### src/rtl/hazard_unit.sv
// hazard_unit
//
// Pipeline hazard controller for the five-stage RISC-V core. It watches the
// execute-stage state and drives stall, flush and forwarding controls back
// into the fetch/decode/execute/memory/writeback pipeline registers.
//   - load-use hazards are resolved by stalling F/D and bubbling E;
//   - taken branches/jumps are resolved by flushing D and E;
//   - data-memory wait states freeze F/D/E/M and bubble W until MemAckM.
// Saturating event counters are kept for performance debug.
//
// Ports
//   clk, rst                    clock, asynchronous active-high reset
//   Rs1D, Rs2D                  decode-stage source registers
//   Rs1E, Rs2E, RdE, ResultSrcE execute-stage registers / result select
//   PCSrcE                      taken branch or jump resolved in execute
//   RdM, RdW, RegWriteM/W       destination and write enable in M and W
//   MemReqM, MemAckM            data-memory request / completion
//   StallF/D/E/M, FlushD/E/W    pipeline register hold / bubble controls
//   ForwardAE, ForwardBE        operand select: 00 reg file, 01 W, 10 M
//   LoadStallCnt, FlushCnt,
//   MemWaitCnt                  saturating event counters (registered)
//   MemStateM                   0 = RUN, 1 = MEM_WAIT (registered, debug)
module hazard_unit #(
   parameter int CNT_WIDTH = 32
) (
   input  logic                 clk,
   input  logic                 rst,
   input  logic [4:0]           Rs1D,
   input  logic [4:0]           Rs2D,
   input  logic [4:0]           Rs1E,
   input  logic [4:0]           Rs2E,
   input  logic [4:0]           RdE,
   input  logic [1:0]           ResultSrcE,
   input  logic                 PCSrcE,
   input  logic [4:0]           RdM,
   input  logic [4:0]           RdW,
   input  logic                 RegWriteM,
   input  logic                 RegWriteW,
   input  logic                 MemReqM,
   input  logic                 MemAckM,
   output logic                 StallF,
   output logic                 StallD,
   output logic                 StallE,
   output logic                 StallM,
   output logic                 FlushD,
   output logic                 FlushE,
   output logic                 FlushW,
   output logic [1:0]           ForwardAE,
   output logic [1:0]           ForwardBE,
   output logic [CNT_WIDTH-1:0] LoadStallCnt,
   output logic [CNT_WIDTH-1:0] FlushCnt,
   output logic [CNT_WIDTH-1:0] MemWaitCnt,
   output logic                 MemStateM
);

   typedef enum logic {RUN = 1'b0, MEM_WAIT = 1'b1} state_t;

   state_t state, state_nxt;
   logic   mem_stall;
   logic   lw_stall;

   function automatic logic [CNT_WIDTH-1:0] sat_inc(input logic [CNT_WIDTH-1:0] v);
      return (v == {CNT_WIDTH{1'b1}}) ? v : v + 1'b1;
   endfunction

   // The memory stage always wins over writeback because it holds the younger result.
   function automatic logic [1:0] fwd_sel(input logic [4:0] rs);
      if (RegWriteM && (RdM == rs) && (rs != 5'd0))
         return 2'b10;
      else if (RegWriteW && (RdW == rs) && (rs != 5'd0))
         return 2'b01;
      else
         return 2'b00;
   endfunction

   // Hazard detection (combinational, same-cycle)
   assign mem_stall = MemReqM & ~MemAckM;
   assign lw_stall  = (ResultSrcE == 2'b01) && (RdE != 5'd0) &&
                      ((RdE == Rs1D) || (RdE == Rs2D));

   // A memory wait freezes the whole front of the pipe, so a pending branch or
   // load-use in E is simply held and acted on once the access completes.
   always_comb begin
      StallF = 1'b0;
      StallD = 1'b0;
      StallE = 1'b0;
      StallM = 1'b0;
      FlushD = 1'b0;
      FlushE = 1'b0;
      FlushW = 1'b0;
      if (mem_stall) begin
         StallF = 1'b1;
         StallD = 1'b1;
         StallE = 1'b1;
         StallM = 1'b1;
         FlushW = 1'b1;
      end else begin
         StallF = lw_stall;
         StallD = lw_stall;
         FlushE = lw_stall | PCSrcE;
         FlushD = PCSrcE;
      end
   end

   assign ForwardAE = fwd_sel(Rs1E);
   assign ForwardBE = fwd_sel(Rs2E);

   // Memory-wait FSM
   always_ff @(posedge clk or posedge rst) begin
      if (rst)
         state <= RUN;
      else
         state <= state_nxt;
   end

   // MEM_WAIT with MemReqM dropped is illegal; falling back to RUN keeps the
   // pipe from locking up.
   always_comb begin
      state_nxt = state;
      case (state)
         RUN:      if (mem_stall) state_nxt = MEM_WAIT;
         MEM_WAIT: if (MemAckM || !MemReqM) state_nxt = RUN;
         default:  state_nxt = RUN;
      endcase
   end

   assign MemStateM = (state == MEM_WAIT);

   // Event counters
   always_ff @(posedge clk or posedge rst) begin
      if (rst) begin
         LoadStallCnt <= '0;
         FlushCnt     <= '0;
         MemWaitCnt   <= '0;
      end else if (mem_stall) begin
         MemWaitCnt <= sat_inc(MemWaitCnt);
      end else begin
         if (lw_stall) LoadStallCnt <= sat_inc(LoadStallCnt);
         if (PCSrcE)   FlushCnt     <= sat_inc(FlushCnt);
      end
   end

endmodule

### config.mk
export PLATFORM = sky130hd
export DESIGN_NAME = hazard_unit
export DESIGN_NICKNAME = d
export VERILOG_FILES = /design/src/rtl/hazard_unit.sv
export SDC_FILE = /design/constraint.sdc
export NUM_CORES = 1
export LEC_CHECK = 0
export ABC_CLOCK_PERIOD_IN_PS = 2900
export CORE_UTILIZATION = 43
export CTS_BUF_LIST = sky130_fd_sc_hd__clkbuf_8 sky130_fd_sc_hd__clkbuf_16
export CTS_CLUSTER_DIAMETER = 100
export DETAILED_ROUTE_END_ITERATION = 10
export PLACE_DENSITY = 0.77
export SLEW_MARGIN = 20
export SYNTH_ARGS = -nofsm -noshare
export SYNTH_HDL_FRONTEND = slang
export SYNTH_SLANG_ARGS = --single-unit
### constraint.sdc
create_clock -name clk -period 2.9 [get_ports clk]
set_input_delay 0.435 -clock clk [delete_from_list [all_inputs] [get_ports clk]]
set_output_delay 0.435 -clock clk [all_outputs]
set_load 0.05 [all_outputs]
==> key figures <==
Die
  • Area of the core: 11370 µm²
  • Die area: 12080 µm²
  • Die X-Extent: 109.9 µm
  • DIE HEIGHT: 109.9 µm
  • I/O pin total: 152
  • Row Count: 39
  • Initial Util: 44.04%

Clock network
  • Total setup buffers inserted after CTS: 0
  • Post-CTS Hold Buffers: 0
  • CTS root buffer: clkbuf_16
  • H-tree depth: 3
  • CTS max path bufs: 2
  • Clock Latency Late Sink: 0.35 ns
  • Clock Sinks: 97
  • Post_cts resized: 0
  • TritonCTS Buffers: 9
  • CTS tree: built
  • Reg clk slew, reported paths: 0.06 ns

Global route
  • GR Util All Layers: 20.76%
  • Global route overflow: 0
  • Antenna violations before repair: 0
  • Vias in the first global route: 4042
  • Largest net degree at the start of global routing: 62
  • First-pass GRT wire length: 19420 µm

Synth
  • Adder-cell share of the synthesized area: 0.7496%
  • Largest family of logic cells by synthesized area: simple AND/OR/NAND/NOR gates
  • Sequential area share after synthesis: 48.48%
  • Mux cell area share after synthesis: 0.4498%
  • Post-synthesis cell type count: 46
  • Synth Area in Compound Gates: 3.548%
  • Synth Area in XOR/XNOR: 21.34%
  • Most used DFF post-synth: dfrtp_1
  • Post-synthesis instance area: 5007 µm²
  • Post-synth top cells: dfrtp_1 (97), xnor2_1 (89), nand2_1 (46)
  • Async S/R FF share, synth: 100.0%
  • Synth Instances: 473
  • Avg Cell Area, Syn: 10.59 µm²
  • Syn nets: 520
  • Count leader, synth: dfrtp_1
  • Simple-Gate Fraction of Synth Area: 23.94%
  • Synthesis-stage register bit count: 97
  • Top cell type's share of synthesized area: 48.48%
  • Yosys warnings: 0
  • Area contributors post-synth: dfrtp_1 (48%), xnor2_1 (16%), xor2_1 (5.8%), nand4_1 (4.5%), nand2_1 (3.4%)
  • Cell taking the most area after synthesis: dfrtp_1
  • Post-synth EDFFs: 0

Detailed routing
  • Drc violations: 0
  • Vias per Instance: 5.284
  • Routed wire length: 11920 µm
  • Vias: 4132
  • DRT iter0 DRCs: 239
  • Routed WL per cell: 15.24 µm
  • ANT nets after route: 0
  • Initial DRT Pass Iterations: 4

STA
  • Final setup TNS: 0 ns
  • Final hold slack: 0.4892 ns
  • RSZ-0062 raised after global routing: false
  • Tcrit/Tclk final: 93.17%
  • Fin. Hold Viols: 0
  • Clk_skew: 0.01100 ns
  • Highest Clock Rate: 370.1 MHz
  • Setup-failing EPs final: 0
  • Tightest Pin Transition: 0.6032 ns
  • Final Critical Period: 2.702 ns
  • Max-slew violation count: 0
  • Max-Slew Margin vs Limit: 59.78%

Setup path
  • Worst R2R Path Depth: 7
  • Crit path max fanout: 3
  • Setup crit end kind: primary output
  • CP Data Required Time: 2.47 ns
  • Worst R2R Start: FlushCnt[0]
  • Flop2flop setup slack: 0.70 ns
  • Crit Path Class: in -> out
  • Worst Path Arrival: 2.27 ns
  • Critical Path Start Type: primary input
  • Worst r2r dst: FlushCnt[10]

Cells and area
  • Fraction of layout instances using a drive strength above 1: 8.764%
  • Post-layout util: 62.73%
  • Register area: 2427 µm²
  • Layout area overhead: 42.43%
  • Filler cell count in the final layout: 930
  • Final net count: 682
  • Final instance area: 7132 µm²
  • Multi-input gate area: 2530 µm²
  • Antenna cells: 0

Power
  • Total power of the final layout: 0.003752 W
  • Switching Power: 0.001206 W
  • Net switching share of the total power: 32.14%
  • Clk pwr share: 33.4%
  • Worst VDD drop: 357.6 µV
  • Lkg Pwr: 2.916 nW
  • PD cells: 526.1 nW/µm²
  • Int Power: 0.002546 W
  • Combinational share of power: 24.3%
  • Sequential Power Share: 42.2%

Worst hold path
  • Hold Crit Start: MemWaitCnt[18]
  • Hold endpoint: MemWaitCnt[18]
  • Hold depth: 1
  • Worst Hold Class: reg -> reg

Place
  • Dpl cell area: 6823 µm²
  • PortBufs: 151
  • Final GP Congestion: 0.8229
  • Hpwl dp: 8797 µm

Job
  • Max-capacitance violation count: 0

Outcome
  • Status: finished clean
==> through the flow <==
stage / cells / setup slack (ns)
CTS: 782 / 0.2051
global route: 782 / 0.1336
finish: 782 / 0.1981
global placement: 767 / 0.2438
floorplan: 473 / 0.2100
detailed placement: 767 / 0.1967
==> cells in the final DEF (no fill, tap or decap), types with 2 or more instances in the layout <==
| cell type | n |
|---|---|
| or3_1 | 4 |
| inv_1 | 12 |
| nand4_1 | 36 |
| ha_1 | 3 |
| clkdlybuf4s50_1 | 140 |
| and4_1 | 6 |
| clkinvlp_4 | 2 |
| or4_1 | 3 |
| nor4_1 | 4 |
| nand3_1 | 33 |
| xor2_1 | 33 |
| buf_12 | 9 |
| nand2_1 | 46 |
| a2111oi_4 | 2 |
| nand2b_1 | 4 |
| clkbuf_16 | 9 |
| and3_1 | 15 |
| nor4_2 | 4 |
| mux2_2 | 2 |
| buf_4 | 8 |
| o21ai_0 | 2 |
| nor3_1 | 13 |
| nor2_1 | 33 |
| xnor2_1 | 89 |
| bufinv_16 | 2 |
| dfrtp_1 | 97 |
| nor3_2 | 2 |
==> kinds of logic after synthesis <==
| family | after synthesis |
|---|---|
| XOR/XNOR | 122 |
| flip-flops | 97 |
| adder cells (fa/ha/maj) | 3 |
| multiplexers | 2 |
| AND/OR/NAND/NOR | 218 |
| buffers and inverters | 17 |
| AO/OA/AOI/OAI | 14 |
==> power by group through the flow <==
stage / Sequential [W] / Clock [W] / Combinational (W)
3_3_place_gp: 0.00160 / 0 / 0.000899
3_5_place_dp: 0.00161 / 0 / 0.000919
2_1_floorplan: 0.00192 / 0 / 0.000239
6_report: 0.00158 / 0.00125 / 0.000913
4_1_cts: 0.00158 / 0.00129 / 0.000922
5_1_grt: 0.00160 / 0.00134 / 0.000959
==> routing by layer <==
| metal | up-vias | share of wire (%) | track usage [%] | wire length, µm |
|---|---|---|---|---|
| met5 | - | 0 | 0 | 0 |
| met4 | 0 | 1.3 | 6.286 | 158 |
| met3 | 13 | 7.0 | 7.765 | 832 |
| met2 | 137 | 48 | 34.33 | 5754 |
| met1 | 2015 | 43 | 25.06 | 5175 |
| li1 | 1967 | - | - | - |
==> critical path, stage by stage <==
cell and delay [ns]:
clkdlybuf4s50_1 0.48, or4_1 0.56, nor2_1 0.19, nor4_2 0.09, nor4_2 0.32, buf_12 0.19
==> worst max path at each step <==
stage | start | end
after floorplan | Rs1E[1] | ForwardAE[0]
after global placement | Rs1E[1] | ForwardAE[0]
after detailed placement | Rs2E[1] | ForwardBE[0]
after CTS | Rs2E[1] | ForwardBE[0]
after global routing | Rs2E[1] | ForwardBE[0]
final | Rs2E[1] | ForwardBE[0]
==> layout make-up <==
class	count	share of cell area [%]
Clock buffer	9	3.158
Timing Repair Buffer	157	23.02
Clock inverter	6	1.175
Tap cell	143	2.509
Multi-Input combinational cell	359	35.47
Inverter	11	0.6316
Sequential cell	97	34.04
==> state kept, by name, summed over array words and instances (netlist names) <==
register	cells
MemWaitCnt	32
LoadStallCnt	32
FlushCnt	32
MemStateM	1
Note: power is estimated with default switching activity, not from simulation.
